--- src/rtl/snn_out_pkg.sv ---
// ============================================================================
// Module : snn_out_pkg
// Brief  : Shared types and helpers for the SNN output accumulator.
// Rev    : 1.0
// ============================================================================
`default_nettype none

package snn_out_pkg;

    typedef enum logic [1:0] {
        IDLE  = 2'd0,
        ACCUM = 2'd1,
        EMIT  = 2'd2
    } state_t;

    // Class index width; never narrower than one bit.
    function automatic int cls_w(input int n);
        return (n > 1) ? $clog2(n) : 1;
    endfunction

    function automatic logic signed [127:0] sat_max(input int w);
        return (128'sd1 <<< (w - 1)) - 128'sd1;
    endfunction

    function automatic logic signed [127:0] sat_min(input int w);
        return -(128'sd1 <<< (w - 1));
    endfunction

endpackage

`default_nettype wire

--- src/rtl/snn_sat_add.sv ---
// ============================================================================
// Module : snn_sat_add
// Brief  : Signed potential + weight adder with clamp and saturation flag.
// Rev    : 1.0
// ============================================================================
`default_nettype none

module snn_sat_add
    import snn_out_pkg::*;
#(
    parameter int DATA_W   = 48,
    parameter int WEIGHT_W = 16
) (
    input  logic signed [DATA_W-1:0]   acc,
    input  logic signed [WEIGHT_W-1:0] weight,
    output logic signed [DATA_W-1:0]   sum,
    output logic                       sat
);

    localparam logic signed [DATA_W-1:0] c_max = DATA_W'(sat_max(DATA_W));
    localparam logic signed [DATA_W-1:0] c_min = DATA_W'(sat_min(DATA_W));

    logic signed [DATA_W:0] w_wide;
    logic                   w_pos_ovf;
    logic                   w_neg_ovf;

    // One guard bit: overflow iff the two top bits disagree.
    assign w_wide    = {acc[DATA_W-1], acc} + (DATA_W+1)'(weight);
    assign w_pos_ovf = ~w_wide[DATA_W] &  w_wide[DATA_W-1];
    assign w_neg_ovf =  w_wide[DATA_W] & ~w_wide[DATA_W-1];

    assign sum = w_pos_ovf ? c_max : (w_neg_ovf ? c_min : w_wide[DATA_W-1:0]);
    assign sat = w_pos_ovf | w_neg_ovf;

endmodule

`default_nettype wire

--- src/rtl/snn_output_accumulator.sv ---
// ============================================================================
// Module : snn_output_accumulator
// Brief  : Per-class signed membrane integration over NUM_STEPS timesteps,
//          emitting the potential vector with a one-cycle o_valid pulse.
//          Optional leak per timestep when SNN_OUT_LEAK_EN is defined.
// Rev    : 1.0
// ============================================================================
`default_nettype none

module snn_output_accumulator
    import snn_out_pkg::*;
#(
    parameter int VEC_LEN    = 3,
    parameter int DATA_W     = 48,
    parameter int WEIGHT_W   = 16,
    parameter int NUM_STEPS  = 32,
    parameter int LEAK_SHIFT = 4
) (
    input  logic                        clk,
    input  logic                        rst_n,
    input  logic                        i_start,
    input  logic                        i_syn_valid,
    input  logic [cls_w(VEC_LEN)-1:0]   i_syn_class,
    input  logic signed [WEIGHT_W-1:0]  i_syn_weight,
    input  logic                        i_step_end,
    output logic                        o_busy,
    output logic                        o_valid,
    output logic [VEC_LEN*DATA_W-1:0]   o_potentials_flat,
    output logic                        o_sat
);

    localparam int c_cls_w = cls_w(VEC_LEN);
    localparam int c_cnt_w = $clog2(NUM_STEPS + 1);
    localparam logic [c_cnt_w-1:0] c_last = c_cnt_w'(NUM_STEPS - 1);

    state_t                    r_state;
    logic signed [DATA_W-1:0]  r_acc [VEC_LEN];
    logic [c_cnt_w-1:0]        r_step;
    logic                      r_busy;
    logic                      r_valid;
    logic                      r_sat;
    logic [VEC_LEN*DATA_W-1:0] r_flat;

    logic                      w_cls_ok;
    logic [c_cls_w-1:0]        w_idx;
    logic                      w_hit;
    logic signed [DATA_W-1:0]  w_sum;
    logic                      w_add_sat;
    logic signed [DATA_W-1:0]  w_post [VEC_LEN];
    logic signed [DATA_W-1:0]  w_step_val [VEC_LEN];

    assign w_cls_ok = ({1'b0, i_syn_class} < (c_cls_w+1)'(VEC_LEN));
    assign w_idx    = w_cls_ok ? i_syn_class : '0;
    assign w_hit    = (r_state == ACCUM) && i_syn_valid && w_cls_ok;

    snn_sat_add #(
        .DATA_W   (DATA_W),
        .WEIGHT_W (WEIGHT_W)
    ) u_sat_add (
        .acc    (r_acc[w_idx]),
        .weight (i_syn_weight),
        .sum    (w_sum),
        .sat    (w_add_sat)
    );

    always_comb begin
        for (int k = 0; k < VEC_LEN; k++) begin
            w_post[k] = (w_hit && (w_idx == c_cls_w'(k))) ? w_sum : r_acc[k];
        end
    end

`ifdef SNN_OUT_LEAK_EN
    // Leak applies to the post-add value, so a same-cycle event decays too.
    for (genvar k = 0; k < VEC_LEN; k++) begin : g_leak
        assign w_step_val[k] = w_post[k] - (w_post[k] >>> LEAK_SHIFT);
    end
`else
    for (genvar k = 0; k < VEC_LEN; k++) begin : g_no_leak
        assign w_step_val[k] = w_post[k];
    end
`endif

    always_ff @(posedge clk or negedge rst_n) begin
        if (!rst_n) begin
            r_state <= IDLE;
            r_step  <= '0;
            r_busy  <= 1'b0;
            r_valid <= 1'b0;
            r_sat   <= 1'b0;
            r_flat  <= '0;
            for (int k = 0; k < VEC_LEN; k++) r_acc[k] <= '0;
        end else begin
            r_valid <= 1'b0;
            case (r_state)
                IDLE: begin
                    if (i_start) begin
                        r_state <= ACCUM;
                        r_busy  <= 1'b1;
                        r_step  <= '0;
                        r_sat   <= 1'b0;
                        for (int k = 0; k < VEC_LEN; k++) r_acc[k] <= '0;
                    end
                end
                ACCUM: begin
                    if (i_start) begin
                        r_step <= '0;
                        r_sat  <= 1'b0;
                        for (int k = 0; k < VEC_LEN; k++) r_acc[k] <= '0;
                    end else begin
                        if (w_hit && w_add_sat) r_sat <= 1'b1;
                        if (i_step_end) begin
                            for (int k = 0; k < VEC_LEN; k++) r_acc[k] <= w_step_val[k];
                            r_step <= r_step + 1'b1;
                            if (r_step == c_last) r_state <= EMIT;
                        end else begin
                            for (int k = 0; k < VEC_LEN; k++) r_acc[k] <= w_post[k];
                        end
                    end
                end
                EMIT: begin
                    r_valid <= 1'b1;
                    for (int k = 0; k < VEC_LEN; k++) r_flat[k*DATA_W +: DATA_W] <= r_acc[k];
                    // A start here still lets the emit complete before restarting.
                    if (i_start) begin
                        r_state <= ACCUM;
                        r_step  <= '0;
                        r_sat   <= 1'b0;
                        for (int k = 0; k < VEC_LEN; k++) r_acc[k] <= '0;
                    end else begin
                        r_state <= IDLE;
                        r_busy  <= 1'b0;
                    end
                end
                default: begin
                    r_state <= IDLE;
                    r_busy  <= 1'b0;
                end
            endcase
        end
    end

    assign o_busy            = r_busy;
    assign o_valid           = r_valid;
    assign o_potentials_flat = r_flat;
    assign o_sat             = r_sat;

endmodule

`default_nettype wire

--- config.mk ---
export PLATFORM = sky130hd
export DESIGN_NAME = snn_output_accumulator
export DESIGN_NICKNAME = d
export VERILOG_FILES = /design/src/rtl/snn_out_pkg.sv /design/src/rtl/snn_sat_add.sv /design/src/rtl/snn_output_accumulator.sv
export SDC_FILE = /design/constraint.sdc
export NUM_CORES = 1
export LEC_CHECK = 0
export BUFFER_PORTS_ARGS = -buffer_cell sky130_fd_sc_hd__buf_2
export CORE_UTILIZATION = 59
export DETAILED_ROUTE_END_ITERATION = 16
export PLACE_DENSITY = 0.8
export SYNTH_ARGS = -nofsm -noshare
export SYNTH_HDL_FRONTEND = slang
export SYNTH_SLANG_ARGS = --single-unit
--- constraint.sdc ---
create_clock -name clk -period 5.4 [get_ports clk]
set_input_delay 0.27 -clock clk [delete_from_list [all_inputs] [get_ports clk]]
set_output_delay 0.27 -clock clk [all_outputs]
set_load 0.02 [all_outputs]
==> results of run 1 <==
==> final timing paths <==
path | from | end | slack (ns) | cells after the start
min in group asynchronous | rst_n | o_potentials_flat[55] | 0.30 | 2
max in group asynchronous | rst_n | o_potentials_flat[131] | 3.58 | 3
max | i_syn_class[1] | r_acc[94] | 0.61 | 21
max reg2reg | r_acc[49] | r_acc[94] | 0.66 | 18
min reg2reg | o_potentials_flat[16] | o_potentials_flat[16] | 0.47 | 2
min | i_start | r_state[0] | 0.07 | 3
==> area by class of cell <==
| type | count | area [um2] |
|---|---|---|
| multi-input cells | 1420 | 7660 |
| clock buffers | 39 | 813 |
| repair buffers | 230 | 1390 |
| flip-flops and latches | 299 | 7480 |
| clock inverters | 11 | 111 |
| well taps | 335 | 419 |
| fillers | 2066 | 8010 |
| inverters | 27 | 104 |
==> worst max-delay path, stage by stage <==
cell and delay, ns:
buf_2 0.13, inv_1 0.07, ha_2 0.27, buf_12 0.20
mux2i_1 0.22, o21ai_0 0.10, ha_1 0.37, and3_1 0.23
nand3_1 0.12, o21ai_1 0.27, a311oi_2 0.19, o41ai_2 0.67
a31oi_1 0.23, o31ai_1 0.39, xnor2_1 0.17, ha_1 0.22
inv_1 0.07, nand2_1 0.25, nor3_1 0.11, a311oi_1 0.47
o21ai_0 0.16
==> routing by layer <==
metal	up-vias	wire, um	GRT usage (%)
met1	6686	19300	45.5
li1	6542	-	-
met3	96	2610	4.24
met4	2	1000	10.3
met2	483	19600	49.8
met5	-	9	0
==> power by group <==
group	switching (W)	internal, W
clock	0.000850	0.00114
combinational	0.00210	0.00137
sequential	0.000483	0.00274
==> cell families (layout without fill, tap and decap cells) <==
kind of cell,count (synthesis),count (layout),share of synthesized area [%]
flops,299,299,48.0
simple gates,882,882,23.0
xor+xnor,39,39,2.19
compound gates,372,372,14.4
fa+ha+maj,57,57,4.60
mux,70,70,4.64
buf+inv,131,307,3.15
==> cell usage in the layout (no fill, tap or decap), types with 8 or more instances in the layout <==
master / netlist / layout
o21ai_0: 120 / 120
a31oi_1: 13 / 13
ha_1: 55 / 54
buf_2: 0 / 168
inv_1: 25 / 25
or4_1: 9 / 9
a21o_1: 27 / 27
nor3_1: 11 / 11
mux2i_1: 52 / 52
xnor2_1: 20 / 20
xor2_1: 19 / 19
o21a_1: 16 / 16
nor2_1: 122 / 122
mux2_2: 18 / 18
dfrtp_1: 299 / 299
buf_4: 0 / 54
o31ai_1: 8 / 8
nand3_1: 28 / 28
nand2_1: 647 / 646
clkbuf_16: 0 / 29
a21oi_1: 129 / 126
nand4_1: 23 / 23
==> flip-flops by register name (all words and copies together) (netlist names) <==
signal and flops:
o_potentials_flat 144, r_acc 144, r_step 6, r_state 2
o_busy 1, o_sat 1, o_valid 1
==> repair_timing <==
| action | 4_1_cts | 5_1_grt |
|---|---|---|
| hold endpoints to repair | 86 | 0 |
| hold buffers | 1 | 0 |
| resized for setup | 0 | 0 |
==> stage by stage <==
| step | hold WS [ns] | area, um2 | power, W | utilization (%) |
|---|---|---|---|---|
| floorplan | -0.0256 | 15600 | 0.00549 | - |
| finish | 0.0669 | 18000 | 0.00869 | 69.2 |
| CTS | 0.0452 | 18000 | 0.00865 | 69.2 |
| global route | 0.0801 | 18000 | 0.00922 | 69.2 |
| global placement | 0.308 | 17000 | 0.00657 | 65.6 |
| detailed placement | 0.313 | 17000 | 0.00664 | 65.6 |
==> summary.txt, run 1 <==
STA
  – Final TNS setup: 0 ns
  – Tcrit/Tclk final: ~90%
  – Hold Vio Cnt, Final: 0
  – Post-layout minimum cycle time: ~4.8 ns
  – Slew @ Worst Pin: between 1 and 1.5 ns
  – Final Worst Setup Slack: between 0.6 and 0.7 ns
  – RSZ-0062 raised after global routing: false
  – Fmax: around 0.21 GHz
  – Relative slew margins: 23.9%
  – Setup Skew: about 0.016 ns
  – Final setup vio count: 0
  – Max-slew violations: 0

Yosys
  – Post-synthesis cell count: 1850
  – Sequential cell area fraction in the yosys report: a little under half
  – Post-synth top cells: nand2_1, dfrtp_1, a21oi_1
  – Syn nets: about 1900
  – Main flop type after synthesis: dfrtp_1
  – Synth Warn #: 0
  – Yosys top cell by area: dfrtp_1
  – Library cells used by synthesis: between 60 and 70
  – Syn_area_per_cell: roughly 8.4 um2
  – Area contributors post-synth: dfrtp_1, nand2_1, ha_1, a21oi_1, o21ai_0
  – EDFF count, synth: 0
  – Area share of the largest cell type after synthesis: 48.0%
  – Synth Cell Area: approximately 16000 um2
  – Post-synth ARST share: between 90% and 100%
  – Synth Register Bits: 299
  – Cell with the most instances after synthesis: nand2_1

Clocking
  – Clk buf depth: 3
  – Clk Latency, worst-skew pair: ~0.56 ns
  – Clk sink count: approximately 300
  – CTS tree: built
  – Clock slew at reported path FFs: approximately 0.060 ns
  – Root buf cell: clkbuf_16
  – Post-CTS Setup Bufs: 0
  – Num CTS Buffers: 29
  – H-tree levels: 1

Drt
  – Via count: 13800
  – Initial drt markers: about 1400
  – DRC Markers: 0
  – Routed Antenna Nets: 0
  – Drt first pass iters: 5
  – Drt wl/cell: 18.0 um
  – Via/cell ratio: about 5.8
  – Detailed Route WL: 42600 um

Floorplan
  – Initial core utilization: 60.0%
  – Std-Cell Rows: 59
  – Die area: 27100 um2
  – Top Ports: 170
  – Die Height: 165 um
  – Die width: roughly 160 um
  – CORE AREA: 26000 um2

Final layout
  – Layout cells sized above 1: 15.7%
  – Antenna cells: 0
  – Nets: around 2100
  – Area grow syn2layout: 15.2%
  – Final non-filler cell total: between 2000 and 2500

Job
  – # Max-Cap Violations: 0

Power and ir drop
  – Pleak: between 9 and 10 nW
  – Worst VDD drop: between 0.0003 and 0.0004 V
  – PwrDens: between 400 and 500 nW/um2

Worst setup path
  – Kind of critical path: input pin to flop
  – Critical path peak fanout: 15
  – CP Data Required Time: 5.82 ns
  – CP Capture Type: flop
  – Crit path arrival time: approximately 5.2 ns
  – Crit start category: input pin

Run status
  – Outcome: complete, no violations

Place
  – Inst Count DP: around 2300
  – Gpl congestion: 0.960
  – Port bufs: ~170
  – DP Worst Slack: 0.144 ns
  – Dpl hpwl: about 30000 um

GRT
  – Largest net degree at the start of global routing: 132
  – First-pass GRT wire length: ~68000 um
  – GRT Overall Usage: roughly a third
  – Initial antenna violation count: 1
  – Vias in the first global route: about 13000
  – GRT overflow: 0

Min path
  – Worst Hold Class: input pin to flop
(Power assumes the default switching activity.)
==> run 2: changes to the inputs <==
CORE_UTILIZATION = 60   (was 59)
PLACE_DENSITY = 0.81   (was 0.8)
SYNTH_HIERARCHICAL = 1   (was unset)
==> run 2 against run 1 <==
Worst setup slack lost 0.090 ns; critical path depth grew 3; fmax shrank 1.8%; area after synthesis grew 10%; via count shrank 3.9%; power shrank 37%; wire length shrank 2.8%; combinational power shrank 74%; final area grew 6.2%; flip-flop and latch count is the same; die area grew 8.2%.
==> summary.txt, run 2 <==
Floorplan
  – Top Ports: 170 (unchanged)
  – CORE AREA: 28000 um2 (+7.8%)
  – Die width: 171 um (+4.0%)
  – Std-Cell Rows: 61 (+3.4%)
  – Die Height: 171 um (+4.0%)
  – Die area: 29300 um2 (+8.2%)
  – Initial core utilization: 61.3% (+1.3 points)

Clocking
  – Num CTS Buffers: 31 (+6.9%)
  – Clk Latency, worst-skew pair: 0.56 ns (about the same)
  – Clk sink count: 299 (unchanged)
  – Hold Buf Count CTS: 1 (unchanged)
  – CTS tree: built
  – Post-CTS Setup Bufs: 0 (unchanged)
  – Clk buf depth: 3 (unchanged)
  – Resize count post-CTS: 0 (unchanged)
  – H-tree levels: 1 (unchanged)
  – Clock slew at reported path FFs: 0.07 ns (about the same)
  – Root buf cell: clkbuf_16

Power and ir drop
  – Final Total Pwr: 0.00551 W (-37%)
  – PwrDens: 289 nW/um2 (-40%)
  – Worst VDD drop: 0.000222 V (-30%)
  – Pleak: 9.36 nW (-1.2%)

Place
  – Gpl congestion: 0.928 (-3.3%)
  – Port bufs: 169 (unchanged)
  – Cell Area, Placed: 18000 um2 (+5.8%)
  – Dpl hpwl: 27100 um (-10%)

Yosys
  – Sequential cell area fraction in the yosys report: 43.5% (-4.4 points)
  – Area contributors post-synth: dfrtp_1, a221o_1, mux2_2, nor3b_1, ha_1
  – Synth Cell Area: 17200 um2 (+10%)
  – Cell with the most instances after synthesis: dfrtp_1
  – EDFF count, synth: 0 (unchanged)
  – Post-synthesis cell count: 1566 (-15%)
  – Library cells used by synthesis: 78 (+15%)
  – Main flop type after synthesis: dfrtp_1
  – Synth Register Bits: 299 (unchanged)
  – Area share of the largest cell type after synthesis: 43.5% (-4.4 points)
  – Post-synth top cells: dfrtp_1, nor3b_1, a221o_1
  – Synth Warn #: 6 (+6)
  – Syn nets: 1644 (-15%)
  – Yosys top cell by area: dfrtp_1
  – Syn_area_per_cell: 11.0 um2 (+30%)
  – Post-synth ARST share: 100% (unchanged)

Worst setup path
  – CP Data Required Time: 5.84 ns (+0.02 ns)
  – R2R depth: 18 (unchanged)
  – Crit. Startpoint: i_syn_class[1]
  – Crit start category: input pin
  – Worst path max stage delay: 0.41 ns (-0.26 ns)
  – Crit path arrival time: 5.32 ns (+0.11 ns)
  – CP Capture Type: flop
  – Flop2flop setup slack: 0.69 ns (+0.03 ns)
  – Critical path peak fanout: 24 (+9)
  – Slowest CP cell: nor3_1
  – Kind of critical path: input pin to flop
  – Worst r2r dst: r_acc[68]
  – CP cell instances: buf_2 -> inv_1 -> ha_1 -> nor2b_4 -> buf_4 -> nand2_1 -> o21ai_0 -> ha_1 -> a21oi_1 -> o21ai_0 -> a21oi_1 -> o21ai_0 -> o21a_1 -> o211ai_2 -> a211oi_1 -> nor3_1 -> xor2_1 -> ha_1 -> buf_4 -> nor2_1 -> o21ai_0 -> o311ai_0 -> nor3b_2 -> a221o_1
  – Reg2reg start: r_acc[0]
  – Most used cell, CP: o21ai_0

Min path
  – WHS Endpoint: r_state[1]
  – Hold Crit Depth: 3 (unchanged)
  – Hold wc startpoint: i_step_end
  – Worst Hold Class: input pin to flop

Final layout
  – Multi-input gate area: 8880 um2 (+16%)
  – Fillers: 2122 (+2.7%)
  – Reg area: 7480 um2 (unchanged)
  – Commonest cells after routing, fill and taps aside: dfrtp_1, nor3b_1, buf_2
  – Layout cells sized above 1: 25.2% (+9.5 points)
  – Area grow syn2layout: 11.1%
  – Commonest non-fill, non-tap cell in the layout: dfrtp_1
  – Final instance area: 19100 um2 (+6.2%)
  – Antenna cells: 0 (unchanged)
  – Nets: 1740 (-17%)

STA
  – Tcrit/Tclk final: 90.3% (+1.7 points)
  – RSZ-0062 raised after global routing: false
  – Slew @ Worst Pin: 1.18 ns (+0.0399 ns)
  – Relative slew margins: 21.4% (-2.5 points)
  – Max-slew violations: 0 (unchanged)
  – Post-layout minimum cycle time: 4.88 ns (+0.0897 ns)
  – Final TNS setup: 0 ns (unchanged)
  – Fmax: 0.205 GHz (-1.8%)
  – Hold Vio Cnt, Final: 0 (unchanged)
  – Final setup vio count: 0 (unchanged)
  – Setup Skew: 0.0119 ns (-0.00361 ns)

GRT
  – First-pass GRT wire length: 67900 um (-0.28%)
  – Initial antenna violation count: 1 (unchanged)
  – GRT Overall Usage: 28.7% (-3.0 points)
  – Largest net degree at the start of global routing: 149 (+13%)
  – GRT overflow: 0 (unchanged)
  – Vias in the first global route: 13000 (-0.75%)

Job
  – # Max-Cap Violations: 0 (unchanged)

Drt
  – Drt first pass iters: 6 (+1)
  – DRC Markers: 0 (unchanged)
  – Via/cell ratio: 6.43 (+10%)
  – Routed Antenna Nets: 0 (unchanged)
  – Drt wl/cell: 20.1 um (+11%)
  – Detailed Route WL: 41400 um (-2.8%)
  – Initial drt markers: 1134 (-20%)
  – Via count: 13300 (-3.9%)

Run status
  – Outcome: complete, no violations
-- run 2: changes by cell type after synthesis, moves of 13 or more --
cell	previous run	this run
a21oi_1	129	54
a221o_1	3	144
buf_2	0	43
buf_4	0	13
buf_6	0	17
clkbuf_1	87	54
mux2_1	0	17
mux2_2	18	127
nand2_1	647	97
nand3_1	28	15
nand4_1	23	9
nor2_1	122	33
nor3b_1	1	173
o21ai_0	120	106
-- run 2: worst max-delay path, delay by kind of cell --
kind,cells,cell delay [ns]
buffers and inverters,4,0.81
AOI/OAI and AO/OA,11,2.11
adders and majority gates,3,0.81
xor gates and xnor gates,1,0.20
and+or+nand+nor,5,1.11
-- run 2: layout make-up --
class,instances,share of cell area [%]
clock buffer,41,4.63
clock inverter,14,0.865
inverter,22,0.432
multi-input combinational,1109,46.5
sequential,299,39.2
tap,378,2.48
timing repair buffer,199,5.90
-- run 2: kinds of logic after synthesis --
group | after synthesis | synth area share (%)
and+or+nand+nor | 404 | 14.7
muxes | 194 | 12.3
buffers and inverters | 158 | 4.96
adders and majority gates | 56 | 4.11
AOI/OAI and AO/OA | 414 | 18.3
xor gates and xnor gates | 41 | 2.09
DFF | 299 | 43.5
-- run 2: per-stage QoR --
| step | setup WS (ns) | instances | hold WS (ns) | util, % |
|---|---|---|---|---|
| after floorplan | 0.612 | 1566 | -0.0256 | - |
| after global placement | 0.0919 | 2006 | 0.307 | 64.4 |
| after detailed placement | 0.0586 | 2006 | 0.309 | 64.4 |
| after CTS | 0.622 | 2062 | 0.0920 | 68.2 |
| after global routing | 0.165 | 2062 | 0.137 | 68.2 |
| final | 0.523 | 2062 | 0.105 | 68.2 |
-- run 2: routing by layer --
layer | track usage [%] | routed length [um] | vias up
met3 | 4.07 | 2630 | 79
met5 | 0 | 16 | -
li1 | - | - | 6117
met1 | 40.2 | 18400 | 6601
met4 | 8.70 | 956 | 2
met2 | 46.3 | 19400 | 468
-- run 2: worst max-delay path by stage --
stage / cells past startpoint / to / slack (ns)
final: 24 / r_acc[135] / 0.52
after global routing: 24 / r_acc[135] / 0.17
after CTS: 24 / r_acc[135] / 0.62
after detailed placement: 24 / r_acc[135] / 0.06
after global placement: 24 / r_acc[87] / 0.09
after floorplan: 25 / r_acc[133] / 0.61
-- run 2: power breakdown --
group	switching, W	internal, W	leakage, nW	total, W
Sequential	0.0000887	0.00231	4.14	0.00240
Clock	0.000903	0.00129	0.503	0.00219
Combinational	0.000550	0.000368	4.72	0.000918
